### src/rtl/display_pkg.sv
// Shared constants and helpers for the multiplexed display scan path.
package display_pkg;

  localparam int   DEFAULT_DIGITS = 4;
  localparam int   NIBBLE_W       = 4;
  localparam logic ANODE_ON       = 1'b0;

  // Width of a digit index; never narrower than one bit.
  function automatic int idx_width(input int digits);
    return (digits <= 2) ? 1 : $clog2(digits);
  endfunction

endpackage

### src/rtl/refresh_prescaler.sv
// Free-running divider: counts 0..REFRESH_DIV-1 and raises tick at terminal count.
module refresh_prescaler #(
  parameter int REFRESH_DIV = 50000
) (
  input  logic clk,
  input  logic rst,
  output logic tick
);

  localparam int CW = (REFRESH_DIV <= 2) ? 1 : $clog2(REFRESH_DIV);
  localparam logic [CW-1:0] LAST = CW'(REFRESH_DIV - 1);

  logic [CW-1:0] cnt_q;
  logic [CW-1:0] cnt_d;

  always_comb begin
    tick  = (cnt_q == LAST);
    cnt_d = tick ? '0 : cnt_q + CW'(1);
  end

  always_ff @(posedge clk) begin
    if (rst) begin
      cnt_q <= '0;
    end else begin
      cnt_q <= cnt_d;
    end
  end

endmodule

### src/rtl/display_scan_driver.sv
// Scans a double-buffered DIGITS-nibble value across an active-low digit enable bus.
// Optional leading-zero blanking is enabled by defining LEADING_ZERO_BLANK_EN.
module display_scan_driver
  import display_pkg::*;
#(
  parameter int DIGITS      = DEFAULT_DIGITS,
  parameter int REFRESH_DIV = 50000
) (
  input  logic                         clk,
  input  logic                         rst,
  input  logic                         load,
  input  logic [NIBBLE_W*DIGITS-1:0]   data_in,
  output logic [NIBBLE_W-1:0]          digit_value,
  output logic [DIGITS-1:0]            digit_sel,
  output logic                         blank,
  output logic                         frame_done,
  output logic                         pending
);

  localparam int IW = idx_width(DIGITS);
  localparam logic [IW-1:0] LAST_IDX = IW'(DIGITS - 1);

  logic                        tick;
  logic                        wrap;
  logic [IW-1:0]               idx_q, idx_d;
  logic [NIBBLE_W*DIGITS-1:0]  disp_q, disp_d;
  logic [NIBBLE_W*DIGITS-1:0]  pend_val_q, pend_val_d;
  logic                        pend_q, pend_d;
  logic [DIGITS-1:0]           sel_q, sel_d;
  logic [NIBBLE_W-1:0]         val_q, val_d;
  logic                        frame_q, frame_d;

  refresh_prescaler #(
    .REFRESH_DIV(REFRESH_DIV)
  ) u_prescaler (
    .clk (clk),
    .rst (rst),
    .tick(tick)
  );

  // Outputs are computed from the post-edge index and display so they land with the step.
  always_comb begin
    wrap       = tick && (idx_q == LAST_IDX);
    idx_d      = idx_q;
    if (tick) begin
      idx_d = wrap ? '0 : idx_q + IW'(1);
    end
    pend_val_d = load ? data_in : pend_val_q;
    pend_d     = pend_q;
    disp_d     = disp_q;
    if (wrap) begin
      pend_d = 1'b0;
      if (load) begin
        disp_d = data_in;
      end else if (pend_q) begin
        disp_d = pend_val_q;
      end
    end else if (load) begin
      pend_d = 1'b1;
    end
    frame_d = wrap;
    val_d   = '0;
    sel_d   = '0;
    for (int k = 0; k < DIGITS; k++) begin
      sel_d[k] = (idx_d == IW'(k)) ? ANODE_ON : ~ANODE_ON;
      if (idx_d == IW'(k)) begin
        val_d = disp_d[k*NIBBLE_W +: NIBBLE_W];
      end
    end
  end

  always_ff @(posedge clk) begin
    if (rst) begin
      idx_q      <= '0;
      disp_q     <= '0;
      pend_val_q <= '0;
      pend_q     <= 1'b0;
      sel_q      <= {{(DIGITS-1){~ANODE_ON}}, ANODE_ON};
      val_q      <= '0;
      frame_q    <= 1'b0;
    end else begin
      idx_q      <= idx_d;
      disp_q     <= disp_d;
      pend_val_q <= pend_val_d;
      pend_q     <= pend_d;
      sel_q      <= sel_d;
      val_q      <= val_d;
      frame_q    <= frame_d;
    end
  end

`ifdef LEADING_ZERO_BLANK_EN
  logic [IW-1:0] msnz_d;
  logic          blank_q, blank_d;

  // Digit 0 is the floor, so an all-zero value still shows a single "0".
  always_comb begin
    msnz_d = '0;
    for (int k = 1; k < DIGITS; k++) begin
      if (disp_d[k*NIBBLE_W +: NIBBLE_W] != '0) begin
        msnz_d = IW'(k);
      end
    end
    blank_d = (idx_d > msnz_d);
  end

  always_ff @(posedge clk) begin
    if (rst) begin
      blank_q <= 1'b0;
    end else begin
      blank_q <= blank_d;
    end
  end

  assign blank = blank_q;
`else
  assign blank = 1'b0;
`endif

  assign digit_value = val_q;
  assign digit_sel   = sel_q;
  assign frame_done  = frame_q;
  assign pending     = pend_q;

endmodule

### config.mk
export PLATFORM = sky130hd
export DESIGN_NAME = display_scan_driver
export DESIGN_NICKNAME = d
export VERILOG_FILES = /design/src/rtl/display_pkg.sv /design/src/rtl/refresh_prescaler.sv /design/src/rtl/display_scan_driver.sv
export SDC_FILE = /design/constraint.sdc
export NUM_CORES = 1
export LEC_CHECK = 0
export ABC_AREA = 0
export CAP_MARGIN = 20
export CORE_MARGIN = 4
export CORE_UTILIZATION = 50
export DETAILED_ROUTE_END_ITERATION = 16
export PLACE_DENSITY = 0.7
export SYNTH_ARGS = -nofsm -noshare
export SYNTH_HDL_FRONTEND = slang
export SYNTH_HIERARCHICAL = 1
export SYNTH_SLANG_ARGS = --single-unit
### constraint.sdc
create_clock -name clk -period 6.8 [get_ports clk]
set_input_delay 1.02 -clock clk [delete_from_list [all_inputs] [get_ports clk]]
set_output_delay 1.02 -clock clk [all_outputs]
set_load 0.005 [all_outputs]
* Yosys cells after proc, flatten, opt, wreduce, memory -nomap -nowiden
Index checks and enable logic that the tools add are counted.
Operators by class: reduce and logical (&&, ||, !) cells 4, mux-type cells 13, equal/unequal tests 5, add/subtract/negate cells 2
Operators by type and width (number):
- 2-to-1 mux 16 bit | 3
- adder 16 x 1 -> 16 bit, second input constant | 1
- == test 16 bit, second input constant | 1
- 2-to-1 mux 4 bit | 4
- == test 2 bit, second input constant | 3
- 2-to-1 mux 1 bit | 4
- 2-to-1 mux 2 bit | 2
- OR reduction 2 bit | 2
- adder 2 x 1 -> 2 bit, second input constant | 1
- == test 2 x 1 -> 1 bit, second input constant | 1
- logical NOT 2 bit | 1
- logical AND 1 bit | 1
Storage, ports and cells: output and inout port bits 11, flip-flop bits (word level) 60

* Depth between registers and ports, before layout
Gate-level depths: netlist of run 1.
depth after elaboration 9, depth in mapped cells 10, mapped depth without buffers 8

* Modules after synthesis
Netlist of run 1, hierarchy kept.
By module, submodules not included:
- display_scan_driver | instances 1, area each 1859.3 sq um, cells each 203, sequential area each 880.8 sq um
- refresh_prescaler | instances 1, area each 710.7 sq um, cells each 81, sequential area each 320.3 sq um

* Worst setup path before layout of run 1
No wires, ideal clock.
kind reg-to-reg, start point reg u_prescaler.cnt_q[0], end point reg val_q[1], in the netlist digit_value[1], data arrival time 2.023 ns, stages on the path, launching flop included 11, clock period less this slack 2.147 ns, setup time 0.125 ns, path slack 4.653 ns, cell sequence dfxtp_1 ha_1 nand4_2 and4b_1 buf_6 nand3_1 buf_2 o22ai_2 a21oi_1 a2111oi_2 nor2_1
On the way: cells in the longest elaborated chain, start to end 9, elaborated cells on any way between the ends 13, those cells by class eq/ne: 4; mux: 7; reduce/logical: 2
Ends and longest elaborated chain:
- start, declared | RTL line refresh_prescaler.sv:13 | logic [CW-1:0] cnt_q;
- start signal, assigned | RTL line refresh_prescaler.sv:25 | cnt_q <= cnt_d;
- == test 16 bit (*) | RTL line refresh_prescaler.sv:17 | tick = (cnt_q == LAST);
- named net tick | RTL line display_scan_driver.sv:23 | logic tick;
- logical AND 1 bit | RTL line display_scan_driver.sv:43 | wrap = tick && (idx_q == LAST_IDX);
- 2-to-1 mux 2 bit | RTL line display_scan_driver.sv:46 | idx_d = wrap ? '0 : idx_q + IW'(1);
- 2-to-1 mux 2 bit | RTL line display_scan_driver.sv:45 | if (tick) begin
- logical NOT 2 bit | RTL line display_scan_driver.sv:66 | if (idx_d == IW'(k)) begin
- 2-to-1 mux 4 bit (3 in series) | RTL line display_scan_driver.sv:66
- 2-to-1 mux 4 bit (*) | RTL line display_scan_driver.sv:66
- end signal, assigned | RTL line display_scan_driver.sv:87 | val_q <= val_d;
- end, declared | RTL line display_scan_driver.sv:30 | logic [NIBBLE_W-1:0] val_q, val_d;
The timed path passes the listed nets; every way through them passes the cells marked *. A chain may end at the register's enable or synchronous reset.

* Final worst setup path of run 1
start point in load, end point reg val_q[1], in the netlist digit_value[1]
On the way: cells in the longest elaborated chain, start to end 6
Ends and longest elaborated chain:
- start, declared | RTL line display_scan_driver.sv:11 | input logic load,
- 2-to-1 mux 16 bit (*) | RTL line display_scan_driver.sv:53 | if (load) begin
- 2-to-1 mux 16 bit (*) | RTL line display_scan_driver.sv:51 | if (wrap) begin
- 2-to-1 mux 4 bit (3 in series) | RTL line display_scan_driver.sv:66
- 2-to-1 mux 4 bit (*) | RTL line display_scan_driver.sv:66
Every way passes the cells marked *; elsewhere a longest branch is shown, timed or not.

==> metrics.md, run 1 <==
| Metric | Value |
|---|---|
| Status | completed |
| Crit path buffers/inverters | 2 |
| Antenna cells | 0 |
| Overflow after GRT | 0 |
| Final Max Tran Viols | 0 |
| Final WL | 5370 microns |
| Drt first-iter violations | 269 |
| Yosys Warn Count | 6 |
| Fin crit period | 2830 ps |
| P&R area growth vs syn | 19.2% |
| Nets | 329 |
| FMAX | 353 MHz |
| Proportion of synthesized area in mux cells | 5.84% |
| Vias | 2,088 |
| Slowest-stage cell, CP | nand3_1 |
| Drt drc | 0 |
| R2R cell count | 8 |
| Synth Area in Compound Gates | 14.8% |
| CTS root buf | clkbuf_8 |
| Die area | 6350 sq um |
| Power per cell area | 254 nW/um^2 |
| RSZ-0062 raised after global routing | no |
| Layout cells sized above 1 | 8.95% |
| Die width | 79.7 microns |
| Final worst slack | 3970 ps |
| I/O Buffers | 28 |
| FILL cells | 416 |
| CP Launch Type | input pin |
| Critical path type | in2reg |
| Max-cap viol count | 0 |
| Worst path required time | 7010 ps |
| Largest net degree at the start of global routing | 44 |
| Clk buf depth | 2 |
| Final setup TNS | 0 ps |
| Slew HR | 52.5% |
| Core area | 4850 sq um |
| Initial Util | 53.0% |
| Number of synthesized flops with an enable pin | 0 |
| Mapped Nets | 305 |
| Total GRT Usage | 19.0% |
| Reg2reg setup slack | 4030 ps |
| Post-Synth XOR/XNOR Area | 4.77% |
| Post-Syn Instances | 284 |
| Synth area leaders | dfxtp_1 (47%), nor2_1 (9.3%), mux2i_1 (5.8%), xnor2_1 (4.4%), o22ai_1 (3.4%) |
| Hold slack | 465 ps |
| Least-Margin Pin Slew | 711 ps |
| # Post-CTS Setup Buffers | 0 |
| Commonest cells in the netlist | nor2_1 (64), dfxtp_1 (60), mux2i_1 (15) |
| Finish-stage setup viols | 0 |
| Post-synthesis async set-or-reset flop share | 0% |
| FF-to-FF End | digit_value[1]$_SDFF_PP0_ |
| Main synth FF type | dfxtp_1 |
| CTS sink cnt | 60 |
| Peak supply drop | 0.121 mV |
| Syn Std Cell Area | 2570 sq um |
| Antenna violations before repair | 0 |
| Post-DRT Antenna Nets | 0 |
| CP Cell Sequence | clkdlybuf4s50_1 > buf_4 > nand3_1 > o22ai_2 > a21oi_1 > a2111oi_2 > nor2_1 |
| CP startpoint | load |
| Worst Skew | 11.3 ps |
| Most common cell in the netlist | nor2_1 |
| Simple-Gate Fraction of Synth Area | 21.3% |
| Final Hold Viols | 0 |
| Syn Area/Cell | 9.05 sq um |
| Clock latency on the worst-skew pair | 330 ps |
| First-pass GRT wire length | 9350 microns |
| Post-CTS Resized | 0 |
| Sequential area share after synthesis | 46.7% |
| Num CTS Buffers | 9 |
| Arr. time, crit path | 3040 ps |
| R2R Path Start | u_prescaler/cnt_q[0]$_SDFF_PP0_ |
| Leak | 1.16 nW |
| FF+latch count, synth | 60 |
| Crit path largest cell delay | 480 ps |
| CTS Hold Bufs | 0 |
| Post-route clock period utilization | 41.6% |
| Share of the synthesized area in the top cell type | 46.7% |
| Worst-path clk slew | 70 ps |
| Critical Path Sink | digit_value[1]$_SDFF_PP0_ |
| DR pass1 iterations | 4 |
| Drt via density | 5.49 |
| Synth cell types | 50 |
| Critical path endpoint category | flip-flop |
| DR WL/cell | 14.1 microns |
| Largest family of logic cells by synthesized area | simple AND/OR/NAND/NOR gates |
| Number of global-route vias before repair | 2,021 |
| Delay-heaviest family, CP | buffers and inverters |
| CP max FO | 23 |
| Leading area contributor after synthesis | dfxtp_1 |
| Post-detail-place hpwl | 3550 microns |
| Pre-CTS setup slack | 3640 ps |
| Worst hold path type | reg2reg |
| Critical path depth | 7 |
| Vert. Die Dim | 79.7 microns |
| Row cnt | 25 |
| Final weighted congestion in routability-driven placement | 0.889 |
| CTS tree | built |
| Htree depth | 3 |
| Adder-cell share of the synthesized area | 0.974% |
| Top-Level Pins | 30 |
-- metrics by stage --
step                cells  total power [mW]  utilization, %  area, sq um
floorplan             284             0.398               -         2570
global placement      364             0.414            58.3         2830
detailed placement    364             0.414            58.3         2830
CTS                   380             0.782            63.2         3060
global route          380             0.808            63.2         3060
finish                380             0.779            63.2         3060
-- tightest hold or removal path: stages (launching register included) --
cell and delay (ps):
dfxtp_1 310, nand2_1 50, a21oi_1 50
-- where the power goes --
part	leakage, nW	switching [mW]	total [mW]	internal [mW]
logic	0.552	0.0195	0.0413	0.0218
clock network	0.122	0.137	0.372	0.235
registers	0.487	0.00645	0.365	0.359
total	1.16	0.163	0.779	0.616
-- area by class of cell --
cell class | instances | area [sq um] | share of cell area [%]
well taps | 67 | 83.8 | 2.74
inverters | 5 | 18.8 | 0.612
multi-input cells | 202 | 1230 | 40.1
repair buffers | 30 | 295 | 9.64
clock buffers | 12 | 165 | 5.39
clock inverters | 4 | 70.1 | 2.29
flip-flops and latches | 60 | 1200 | 39.2
-- placed cells by master (no fill, tap or decap), types with 2 or more instances in the layout --
cell type | netlist | routed
nor2b_1 | 4 | 4
o21ai_0 | 3 | 3
nand3_1 | 7 | 7
dfxtp_1 | 60 | 60
ha_1 | 2 | 2
nor4_1 | 4 | 4
clkinv_2 | 0 | 2
clkdlybuf4s50_1 | 0 | 28
nand4_1 | 3 | 3
buf_4 | 4 | 2
a21o_1 | 6 | 6
nor2_1 | 64 | 64
o22a_1 | 2 | 2
a21oi_1 | 13 | 13
nor3_1 | 9 | 9
a221o_1 | 2 | 2
o22ai_1 | 14 | 14
clkbuf_8 | 0 | 12
o22ai_2 | 2 | 2
inv_1 | 4 | 4
mux2i_1 | 15 | 15
nor4bb_1 | 2 | 2
nand2_1 | 13 | 13
bufinv_16 | 0 | 2
xnor2_1 | 13 | 13
-- registers in the layout, summed over array words and instances, names as in the netlist --
signal / flops
digit_sel: 4
digit_value: 4
disp_q: 16
frame_done: 1
idx_q: 2
pend_val_q: 16
pending: 1
u_prescaler/cnt_q: 16
-- layer usage --
layer,track usage (%),wire (microns),up-vias
li1,-,-,1048
met1,25.1,2500,971
met2,28.6,2480,58
met3,4.29,296,11
met4,9.97,100,0
met5,0,0,-
-- worst min-delay path by stage --
stage | start | endpoint | slack, ps | cells past startpoint
2_1_floorplan | u_prescaler/cnt_q[0]$_SDFF_PP0_ | u_prescaler/cnt_q[0]$_SDFF_PP0_ | 430 | 1
3_3_place_gp | u_prescaler/cnt_q[0]$_SDFF_PP0_ | u_prescaler/cnt_q[0]$_SDFF_PP0_ | 450 | 1
3_5_place_dp | pend_val_q[4]$_SDFFE_PP0P_ | pend_val_q[4]$_SDFFE_PP0P_ | 450 | 2
4_1_cts | pend_val_q[4]$_SDFFE_PP0P_ | pend_val_q[4]$_SDFFE_PP0P_ | 460 | 2
5_1_grt | pend_val_q[4]$_SDFFE_PP0P_ | pend_val_q[4]$_SDFFE_PP0P_ | 480 | 2
6_report | pend_val_q[4]$_SDFFE_PP0P_ | pend_val_q[4]$_SDFFE_PP0P_ | 460 | 2
-- cell families after synthesis --
logic type / after synthesis
xor gates and xnor gates: 14
DFF: 60
buffers and inverters: 22
and+or+nand+nor: 117
muxes: 15
AOI/OAI and AO/OA: 53
other: 1
adders and majority gates: 2
Note: power is estimated with default switching activity, not from simulation.
==> inputs of run 2 (changes only) <==
clock period = 2.9 ns   (was 6.8 ns; I/O delays follow)
==> run 2 against run 1 <==
Net effect: first-iteration DRC count shrank 56%; register-to-register slack got worse by 3700 ps; utilization is 0.23 points higher; clock skew is 4.2 ps lower; clock power grew 100%; sequential share of layout area fell by 0.14 points; critical path depth is 1 higher; die area stayed put.
==> metrics.md, run 2 (synthesized netlist as in run 1, its figures left out) <==
| Metric | Value |
|---|---|
| Nets | 334 |
| CTS sink cnt | 60 |
| Final weighted congestion in routability-driven placement | 0.805 |
| Met1 Use GR | 26.0% |
| Post-detail-place hpwl | 3760 microns |
| Slew HR | 57.7% |
| Post-CTS Resized | 0 |
| Switch Pwr | 377 uW |
| Drt drc | 0 |
| Commonest non-fill, non-tap cell in the layout | nor2_1 |
| CP max FO | 12 |
| Largest registers | disp_q: 16 flops, pend_val_q: 16 flops, u_prescaler/cnt_q: 16 flops |
| Vias | 2,080 |
| CTS tree | built |
| Die area | 6350 sq um |
| Layout Cells excl Fill | 385 |
| Clock latency on the worst-skew pair | 340 ps |
| FF-to-FF End | digit_value[2]$_SDFF_PP0_ |
| Worst hold path type | reg2reg |
| R2R cell count | 8 |
| Commonest non-fill, non-tap cells in the layout | nor2_1 (64), dfxtp_1 (60), clkdlybuf4s50_1 (28) |
| Critical path endpoint category | flip-flop |
| Number of global-route vias before repair | 1,997 |
| First-pass GRT wire length | 9380 microns |
| # Post-CTS Setup Buffers | 0 |
| Worst path required time | 3180 ps |
| CP Launch Type | flip-flop |
| Clock share of power | 44.2% |
| Antenna violations before repair | 0 |
| Final WL | 5540 microns |
| Worst Skew | 7.09 ps |
| Core area | 4850 sq um |
| Critical path type | reg2reg |
| Largest net degree at the start of global routing | 30 |
| Power per cell area | 560 nW/um^2 |
| Clk buf depth | 2 |
| Placed Cells | 369 |
| Grt met2 use | 28.7% |
| Post-route clock period utilization | 87.3% |
| CTS Hold Bufs | 0 |
| Die width | 79.7 microns |
| P&R area growth vs syn | 19.7% |
| Peak supply drop | 0.448 mV |
| Int Power | 1.34 mW |
| Part of the power in registers | 49.6% |
| Multi-input logic area | 1230 sq um |
| Top-Level Pins | 30 |
| Max-cap viol count | 0 |
| Num CTS Buffers | 9 |
| Overflow after GRT | 0 |
| Gate power share | 6.2% |
| RSZ-0062 raised after global routing | no |
| Vert. Die Dim | 79.7 microns |
| DR pass1 iterations | 4 |
| FILL cells | 421 |
| Least-Margin Pin Slew | 632 ps |
| Initial Util | 53.0% |
| Final setup TNS | 0 ps |
| Leak | 1.16 nW |
| Drt first-iter violations | 118 |
| DR WL/cell | 14.4 microns |
| CTS root buf | clkbuf_8 |
| Post-DRT Antenna Nets | 0 |
| Final Max Tran Viols | 0 |
| Antenna cells | 0 |
| Finish-stage setup viols | 0 |
| GRT busiest layer | met2 |
| Total GRT Usage | 19.3% |
| I/O Buffers | 28 |
| FMAX | 395 MHz |
| Htree depth | 3 |
| Min-delay src | pend_val_q[4]$_SDFFE_PP0P_ |
| Fin crit period | 2530 ps |
| Hold Path Sink | pend_val_q[4]$_SDFFE_PP0P_ |
| Sw Share | 21.9% |
| Reg area | 1200 sq um |
| Reg2reg setup slack | 370 ps |
| Row cnt | 25 |
| M3 GR Usage | 3.50% |
| Worst hold path depth | 2 |
| Arr. time, crit path | 2810 ps |
| Layout cells sized above 1 | 9.12% |
| Tot Pwr | 1.72 mW |
| R2R Path Start | u_prescaler/cnt_q[0]$_SDFF_PP0_ |
| Status | completed |
| Drt via density | 5.40 |
| Worst-path clk slew | 70 ps |
| Final Hold Viols | 0 |
-- run 2: layout make-up --
class / instances / area share [%]
multi-input combinational: 202 / 40.0
sequential: 60 / 39.1
timing repair buffer: 35 / 11.2
clock buffer: 15 / 5.41
tap: 67 / 2.73
clock inverter: 1 / 0.976
inverter: 5 / 0.610
-- run 2: how the worst max path moves through the flow --
stage / to / start / slack [ps] / depth (start not counted)
3_5_place_dp: digit_value[2]$_SDFF_PP0_ / u_prescaler/cnt_q[0]$_SDFF_PP0_ / 380 / 8
2_1_floorplan: digit_value[1]$_SDFF_PP0_ / u_prescaler/cnt_q[0]$_SDFF_PP0_ / 750 / 10
3_3_place_gp: digit_value[2]$_SDFF_PP0_ / u_prescaler/cnt_q[0]$_SDFF_PP0_ / 430 / 8
5_1_grt: digit_value[2]$_SDFF_PP0_ / u_prescaler/cnt_q[0]$_SDFF_PP0_ / 140 / 8
6_report: digit_value[2]$_SDFF_PP0_ / u_prescaler/cnt_q[0]$_SDFF_PP0_ / 370 / 8
4_1_cts: digit_value[2]$_SDFF_PP0_ / u_prescaler/cnt_q[0]$_SDFF_PP0_ / 370 / 8
-- run 2: stage by stage --
| step | setup WS (ps) | hold WS (ps) | instance area [sq um] | utilization [%] |
|---|---|---|---|---|
| finish | 368 | 469 | 3080 | 63.4 |
| global route | 139 | 490 | 3080 | 63.4 |
| CTS | 369 | 470 | 3080 | 63.4 |
| detailed placement | 376 | 453 | 2880 | 59.4 |
| global placement | 425 | 443 | 2880 | 59.4 |
| floorplan | 753 | 430 | 2570 | - |
-- run 2: critical path, stage by stage, from the launching register on --
cell      delay [ps]
dfxtp_1          360
ha_1             230
nand4_2          160
and4b_1          530
nor2b_1          130
a21oi_1          470
o21ai_0          250
o211ai_1         150
o311a_1          190
-- run 2: routing by layer --
layer,part of all wire [%],vias to the layer above
met5,0,-
met4,2.9,0
met3,4.0,14
met2,44,50
met1,49,965
li1,-,1051
-- run 2: power groups by stage --
| stage | logic, mW | clock network (mW) | registers (mW) |
|---|---|---|---|
| after floorplan | 0.0659 | 0 | 0.868 |
| after global placement | 0.106 | 0 | 0.872 |
| after detailed placement | 0.106 | 0 | 0.873 |
| after CTS | 0.107 | 0.769 | 0.854 |
| after global routing | 0.117 | 0.813 | 0.856 |
| final | 0.107 | 0.760 | 0.854 |
==> inputs of run 3 (changes only) <==
CORE_ASPECT_RATIO = 0.9   (was default)
clock period = 3.1 ns   (was 2.9 ns; I/O delays follow)
==> run 3 against run 2 <==
Net effect: first-iteration DRC count up 14%; design area down 1.4%; sequential share of layout area increased by 0.56 points; sequential cell count stayed put; non-clock buffer count is 2 lower; critical path depth did not move; die area is essentially flat; via count shrank 0.96%; largest power group unchanged; highest routed layer unchanged.
==> metrics.md, run 3 (synthesized netlist as in run 1, its figures left out) <==
| Metric | Value |
|---|---|
| Status | completed |
| Antenna cells | 0 |
| Antenna violations before repair | 0 |
| Total GRT Usage | 18.1% |
| Max-cap viol count | 0 |
| CP Launch Type | flip-flop |
| Worst hold path depth | 1 |
| Final WL | 5590 microns |
| CTS tree | built |
| Pre-CTS setup slack | 558 ps |
| Int Power | 1.20 mW |
| CTS Hold Bufs | 0 |
| FF-to-FF End | digit_value[1]$_SDFF_PP0_ |
| Number of global-route vias before repair | 1,876 |
| Vias | 2,060 |
| Post-route clock period utilization | 84.0% |
| RSZ-0062 raised after global routing | no |
| Overflow after GRT | 0 |
| CTS sink cnt | 60 |
| Min-delay src | u_prescaler/cnt_q[0]$_SDFF_PP0_ |
| Switch Pwr | 358 uW |
| Final worst slack | 495 ps |
| Fin crit period | 2610 ps |
| Top Layer Used | met4 |
| Slew HR | 49.4% |
| Met2 routed WL | 2370 microns |
| DR WL/cell | 14.7 microns |
| Met3 wire len | 243 microns |
| Vert. Die Dim | 76.0 microns |
| Htree depth | 3 |
| Sw Share | 23.0% |
| Drt first-iter violations | 134 |
| P&R area growth vs syn | 18.0% |
| Final core occ | 61.9% |
| Commonest non-fill, non-tap cells in the layout | nor2_1 (64), dfxtp_1 (60), clkdlybuf4s50_1 (28) |
| Worst Skew | 6.55 ps |
| First-pass GRT wire length | 9230 microns |
| Post-detail-place hpwl | 3920 microns |
| Part of the power in registers | 51.5% |
| Top-Level Pins | 30 |
| R2R Path Start | u_prescaler/cnt_q[0]$_SDFF_PP0_ |
| R2R cell count | 8 |
| Peak supply drop | 0.318 mV |
| Crit path largest cell delay | 540 ps |
| Drt via density | 5.41 |
| WL met1 | 2910 microns |
| Clk buf depth | 2 |
| FMAX | 384 MHz |
| Commonest non-fill, non-tap cell in the layout | nor2_1 |
| Clock share of power | 42.5% |
| Row cnt | 24 |
| Hold slack | 462 ps |
| DR pass1 iterations | 4 |
| Worst-path clk slew | 70 ps |
| Final Max Tran Viols | 0 |
| Power per cell area | 514 nW/um^2 |
| Critical path type | reg2reg |
| Final weighted congestion in routability-driven placement | 0.831 |
| Critical path endpoint category | flip-flop |
| Initial Util | 52.5% |
| Arr. time, crit path | 2830 ps |
| Hold Path Sink | u_prescaler/cnt_q[0]$_SDFF_PP0_ |
| Post-CTS Resized | 0 |
| Die width | 83.6 microns |
| # Post-CTS Setup Buffers | 0 |
| Worst path required time | 3320 ps |
| Drt drc | 0 |
| Leak | 1.15 nW |
| Finish-stage setup viols | 0 |
| Reg2reg setup slack | 490 ps |
| CP startpoint | u_prescaler/cnt_q[0]$_SDFF_PP0_ |
| Largest net degree at the start of global routing | 21 |
| Nets | 332 |
| Layout cells sized above 1 | 9.49% |
| Core area | 4890 sq um |
| Gate power share | 6.0% |
| Clock latency on the worst-skew pair | 340 ps |
| I/O Buffers | 28 |
| Final setup TNS | 0 ps |
| Worst hold path type | reg2reg |
| CTS root buf | clkbuf_8 |
| Largest registers | disp_q: 16 flops, pend_val_q: 16 flops, u_prescaler/cnt_q: 16 flops |
| Least-Margin Pin Slew | 759 ps |
| Slowest-stage cell, CP | and4b_1 |
| Num CTS Buffers | 9 |
| Post-DRT Antenna Nets | 0 |
| CP max FO | 12 |
| FILL cells | 417 |
| CP Cell Sequence | ha_1 > nand4_2 > and4b_1 > nand3_1 > o22ai_1 > a21oi_1 > a2111oi_2 > nor2_1 |
| Die area | 6350 sq um |
| Final Hold Viols | 0 |
## run 3: cell types whose count changed in the layout (fill, tap and decap cells not counted), sizes merged
cell / delta
clkbuf: -5
clkinv: +5
buf: -2
## run 3: worst max-delay path by stage
stage / end / cells after the start
after floorplan: digit_value[1]$_SDFF_PP0_ / 10
after global placement: digit_value[3]$_SDFF_PP0_ / 8
after detailed placement: digit_value[1]$_SDFF_PP0_ / 8
after CTS: digit_value[1]$_SDFF_PP0_ / 8
after global routing: digit_value[1]$_SDFF_PP0_ / 8
final: digit_value[1]$_SDFF_PP0_ / 8
## run 3: metal layers
metal,global-route usage (%),vias to the layer above
met1,26.0,964
met3,7.24,7
met2,24.7,42
li1,-,1047
met4,5.79,0
met5,0,-
## run 3: worst max-delay path: cells and delay by family, from the launching register on
kind,cells,cell delay (ps)
flops,1,370
compound gates,3,720
fa+ha+maj,1,230
simple gates,4,1180
## run 3: area by class of cell
class / count / area (sq um) / area share [%]
clock buffers: 10 / 128 / 4.21
clock inverters: 6 / 55.1 / 1.82
inverters: 5 / 18.8 / 0.619
multi-input cells: 202 / 1230 / 40.6
flip-flops and latches: 60 / 1200 / 39.6
well taps: 65 / 81.3 / 2.68
repair buffers: 33 / 318 / 10.5
## run 3: power by group through the flow
stage	clock (mW)	combinational, mW	sequential, mW
6_report	0.662	0.0939	0.802
5_1_grt	0.719	0.104	0.804
4_1_cts	0.675	0.0938	0.802
3_5_place_dp	0	0.0934	0.819
3_3_place_gp	0	0.0931	0.819
2_1_floorplan	0	0.0616	0.812
## run 3: through the flow
| stage | cells | instance area (sq um) | power [mW] |
|---|---|---|---|
| 6_report | 381 | 3030 | 1.56 |
| 5_1_grt | 381 | 3030 | 1.63 |
| 4_1_cts | 381 | 3030 | 1.57 |
| 3_5_place_dp | 365 | 2850 | 0.912 |
| 3_3_place_gp | 365 | 2850 | 0.912 |
| 2_1_floorplan | 284 | 2570 | 0.873 |
